--- src/rtl/tile_game_ctrl_if.sv ---
// Link between the game controller and the wait counter.
// The controller owns wait_go and the score; the counter answers with wait_done.
interface tile_game_ctrl_if #(
  parameter int SCORE_W = 24
);
  logic               wait_go;
  logic               wait_done;
  logic [SCORE_W-1:0] score;

  modport master (
    output wait_go,
    output score,
    input  wait_done
  );

  modport slave (
    input  wait_go,
    input  score,
    output wait_done
  );
endinterface

--- src/rtl/tile_game_ctrl.sv ---
// Piano Tiles game flow: paces rows with the wait counter,
// judges key presses against the bottom row and keeps the score.
module tile_game_ctrl #(
  parameter int NUM_ROWS = 4,
  parameter int SCORE_W  = 24
) (
  input  logic                  clk,
  input  logic                  resetn,
  input  logic                  start,
  input  logic [3:0]            key,
  input  logic [1:0]            rand_lane,
  tile_game_ctrl_if.master      wc,
  output logic [4*NUM_ROWS-1:0] grid,
  output logic                  game_over
);

  localparam int GW = 4 * NUM_ROWS;

  typedef enum logic [1:0] {
    IDLE,
    WAIT,
    SHIFT,
    OVER
  } state_t;

  state_t             state;
  state_t             nxt;
  logic [3:0]         key_prev;
  logic [3:0]         press;
  logic [3:0]         bottom;
  logic [3:0]         lane_oh;
  logic [SCORE_W-1:0] score_q;
  logic [GW-1:0]      grid_q;
  logic               hit;
  logic               bad;
  logic               init;

  assign press   = key & ~key_prev;
  assign bottom  = grid_q[GW-1 -: 4];
  assign lane_oh = 4'b0001 << rand_lane;

  // A valid hit is a single new press exactly on the bottom tile.
  assign hit = (state == WAIT)
             && (|bottom)
             && $onehot(press)
             && (press == bottom);

  assign bad = (state == WAIT)
             && (|bottom)
             && (|press)
             && !hit;

  assign init = (state == IDLE || state == OVER)
              && start;

  always_ff @(posedge clk or negedge resetn) begin
    if (!resetn) begin
      state <= IDLE;
    end else begin
      state <= nxt;
    end
  end

  always_comb begin
    nxt = state;
    unique case (state)
      IDLE: begin
        if (start) nxt = WAIT;
      end
      WAIT: begin
        if (bad)            nxt = OVER;
        else if (wc.wait_done) nxt = SHIFT;
      end
      SHIFT: begin
        if (|bottom) nxt = OVER;
        else         nxt = WAIT;
      end
      OVER: begin
        if (start) nxt = WAIT;
      end
      default: nxt = IDLE;
    endcase
  end

  always_comb begin
    wc.wait_go = 1'b0;
    game_over  = 1'b0;
    unique case (state)
      WAIT:    wc.wait_go = 1'b1;
      OVER:    game_over  = 1'b1;
      default: ;
    endcase
  end

  always_ff @(posedge clk or negedge resetn) begin
    if (!resetn) begin
      key_prev <= '0;
      score_q  <= '0;
      grid_q   <= '0;
    end else begin
      key_prev <= key;
      unique case (1'b1)
        init: begin
          score_q <= '0;
          grid_q  <= '0;
        end
        hit: begin
          grid_q[GW-1 -: 4] <= 4'b0000;
          if (!(&score_q)) score_q <= score_q + 1'b1;
        end
        (state == SHIFT && !(|bottom)): begin
          grid_q <= {grid_q[GW-5:0], lane_oh};
        end
        default: ;
      endcase
    end
  end

  assign wc.score = score_q;
  assign grid     = grid_q;

endmodule

--- src/flat_wrapper.sv ---
// flat-port wrapper written by rule: the top's interface ports become plain ports
module tile_game_ctrl_flat 
#(
  parameter int NUM_ROWS = 4,
  parameter int SCORE_W  = 24
)
  (clk, resetn, start, key, rand_lane, grid, game_over, wc_wait_go, wc_score, wc_wait_done);
  tile_game_ctrl_if #(.SCORE_W(SCORE_W)) wc_i ();
  input  logic clk;
  input  logic resetn;
  input  logic start;
  input  logic [3:0] key;
  input  logic [1:0] rand_lane;
  output logic [4*NUM_ROWS-1:0] grid;
  output logic game_over;
  output wire logic [$bits(wc_i.wait_go)-1:0] wc_wait_go;
  output wire logic [$bits(wc_i.score)-1:0] wc_score;
  input wire logic [$bits(wc_i.wait_done)-1:0] wc_wait_done;
  assign wc_wait_go = wc_i.wait_go;
  assign wc_score = wc_i.score;
  assign wc_i.wait_done = wc_wait_done;
  tile_game_ctrl #(.NUM_ROWS(NUM_ROWS), .SCORE_W(SCORE_W)) u_core (.clk(clk), .resetn(resetn), .start(start), .key(key), .rand_lane(rand_lane), .wc(wc_i), .grid(grid), .game_over(game_over));
endmodule
--- config.mk ---
export PLATFORM = sky130hd
export DESIGN_NAME = tile_game_ctrl_flat
export DESIGN_NICKNAME = d
export VERILOG_FILES = /design/src/rtl/tile_game_ctrl_if.sv /design/src/rtl/tile_game_ctrl.sv /design/src/flat_wrapper.sv
export SDC_FILE = /design/constraint.sdc
export NUM_CORES = 1
export LEC_CHECK = 0
export ABC_AREA = 0
export ABC_CLOCK_PERIOD_IN_PS = 3400
export BUFFER_PORTS_ARGS = -buffer_cell sky130_fd_sc_hd__buf_2
export CORE_MARGIN = 5
export CORE_UTILIZATION = 49
export DETAILED_ROUTE_END_ITERATION = 8
export PLACE_DENSITY = 0.72
export REMOVE_ABC_BUFFERS = 1
export SKIP_CTS_REPAIR_TIMING = 1
export SLEW_MARGIN = 20
export SYNTH_ARGS = -nofsm -noshare
export SYNTH_HDL_FRONTEND = slang
export SYNTH_SLANG_ARGS = --single-unit
--- constraint.sdc ---
create_clock -name clk -period 3.4 [get_ports clk]
set_input_delay 0 -clock clk [delete_from_list [all_inputs] [get_ports clk]]
set_output_delay 0 -clock clk [all_outputs]
set_load 0.01 [all_outputs]
==> impl_metrics.yaml <==
cts:
  cts_tree: "done"
  ctsRootBufferMaster: "clkbuf_8"
  path_clk_slew_ns: 0.09
  clkLatencyLatePin_ns: 0.30
  clkSinkCount: 46
  clockBufferDepth: 2
  htreeDepth: 2
  cts_made_buffers: 5
detailed_routing:
  route.detailed.drc: 0
  num_vias: 2201
  postRouteAntennaNets: 0
  first_pass_iters: 4
  wirelength_um: 5941
  drt_iter0_markers: 144
  wl_per_cell_um: 15.04
  vias_per_cell: 5.572
timing:
  finalHoldViolCount: 0
  timing.fmax_mhz: 354.9
  fin_skew_ns: 0.007541
  slew_viol_final: 0
  relSlewSlack: 0.6074
  tightest_slew_ns: 0.5889
  fin_crit_ns: 2.818
  finalCritPeriodShare: 0.8288
  rsz0062_at_grt: "false"
  fin_setup_tns_ns: 0
  setup_viol: 0
yosys:
  synth_top_area_share: 0.4514
  synth_edf_count: 0
  syn_avg_cell_area_um2: 9.622
  synth_area_leader_cell: "dfrtp_1"
  synth-seq-cells: 46
  synth.distinct_cells: 61
  yosys-top-cells-area: "dfrtp_1 45%, nand3_1 7.1%, nand2_1 5.7%"
  ys_seq_area_frac: 0.4514
  synthCells: 265
  yosysWarningCount: 0
  synthFlopType: "dfrtp_1"
  netlist_area_mm2: 0.002550
  async_flop_share: 1.000
flow_run:
  maxCapViolations: 0
floorplan:
  die_y_um: 82.14
  start_util: 0.5025
  dieArea_mm2: 0.006747
  io_pins: 52
  die_w_um: 82.14
  rows: 26
  core-area_mm2: 0.005075
hold_path:
  hold_path.class: "in -> reg"
critical_path:
  cp_max_fo: 19
  crit_type: "reg -> reg"
  required_ns: 3.61
  arrival_ns: 3.03
  endpoint_kind: "flip-flop"
  crit_path_start_kind: "flip-flop"
global_route:
  grt_usage: 0.1931
  antenna_found_initial: 0
  grt_pass1_vias: 2077
  gr-total-overflow: 0
  grt_pass1_wl_um: 10020
  grt_start_max_net_pins: 47
pwr:
  leakagePower_nw: 1.569
  peakVddDrop_v: 0.0003381
  power_mw: 1.568
  power.density_mw_per_mm2: 515.0
layout:
  areaGrowthSynthToFinish_pct: 19.38
  drive_above_1_share: 0.2585
  nNetsFinal: 344
  multi_input_area_mm2: 0.001309
  final_cell_mix: "50 x buf_2, 46 x dfrtp_1, 39 x nand2_1"
  mostFrequentLayoutCell: "buf_2"
  diodes: 0
  register_area_mm2: 0.001151
  stdcell_count: 395
  n_fill_cell: 457
placed_design:
  dp_cells: 379
  io_buffer_count: 51
  place_congestion: 0.8379
  detailed_place_hpwl_um: 4252
run_status:
  status: "finished, final reports clean"
-- cells in the mapped netlist (3+ instances only) --
master,count
dfrtp_1,46
nand2_1,39
nand3_1,36
a21oi_1,9
ha_1,9
nor2_1,9
inv_1,8
nand4_1,6
nor3_1,6
or3_1,6
a21o_1,5
a22o_1,5
o21ai_1,5
and3_1,4
a311oi_1,3
a31oi_1,3
buf_2,3
inv_2,3
o211ai_1,3
xnor2_1,3
-- per-layer routing --
metal,GRT usage,part of all wire,vias to the layer above
met3,0.04230,0.053,5
li1,-,-,1085
met4,0.05980,0.011,0
met2,0.3005,0.46,66
met1,0.2693,0.47,1045
met5,0,0,-
-- stage by stage --
step / cell area, µm² / utilization / setup WS, ns / hold WS [ns]
final: 3044 / 0.5999 / 0.5821 / 0.05864
after floorplan: 2501 / - / 0.6023 / -0.2956
after global placement: 2851 / 0.5619 / 0.6494 / 0.1237
after CTS: 2962 / 0.5836 / 0.5578 / -0.1864
after global routing: 3044 / 0.5999 / 0.3295 / 0.06591
after detailed placement: 2851 / 0.5619 / 0.5398 / 0.1261
-- state kept, by name (all words and copies together) (netlist names) --
name / cells
u_core.wc.score: 24
u_core.state: 2
u_core.key_prev: 4
u_core.grid: 16
-- cells by family (layout without fill, tap and decap cells) --
logic type               after synthesis  count (layout)  synth area share
buffers and inverters                 19              79           0.03533
multiplexers                           2               2          0.008832
AND/OR/NAND/NOR                      141             141            0.3160
adder cells (fa/ha/maj)               10              10           0.05201
AO/OA/AOI/OAI                         43              43            0.1197
XOR/XNOR                               4               4           0.01669
flip-flops                            46              46            0.4514
-- worst max-delay path: stages, from the launching register on --
cell,delay [ns]
dfrtp_1,0.36
nand2b_1,0.17
inv_2,0.09
ha_1,0.24
ha_1,0.20
fa_1,0.43
nor2_1,0.14
nand4_1,0.20
nor2_2,0.28
buf_4,0.27
a41oi_1,0.14
a211oi_1,0.22
-- path summary, 6_finish.rpt --
path / slack (ns) / startpoint / cells after the start / end
min in group asynchronous: 0.24 / resetn / 2 / u_core.wc.score[10]
worst max register to register: 0.58 / u_core.key_prev[1] / 11 / u_core.wc.score[4]
max in group asynchronous: 2.76 / resetn / 2 / u_core.wc.score[20]
worst min-delay path: 0.06 / wc_wait_done / 4 / u_core.state[0]
worst max-delay path: 0.58 / u_core.key_prev[1] / 11 / u_core.wc.score[4]
worst min register to register: 0.50 / u_core.grid[1] / 2 / u_core.grid[5]
-- final cells by class --
type                            count  share of cell area
Clock buffer                        6             0.02384
Clock inverter                      2             0.01233
Inverter                           11             0.01356
Multi-Input combinational cell    200              0.4299
Sequential cell                    46              0.3781
Tap cell                           70             0.02877
Timing Repair Buffer               60              0.1134
-- power by group --
part / total [mW] / switching (mW) / internal (mW)
sequential: 0.671 / 0.0593 / 0.612
combinational: 0.491 / 0.308 / 0.184
clock: 0.405 / 0.186 / 0.219
No activity file was read; power rests on OpenSTA's default activity.
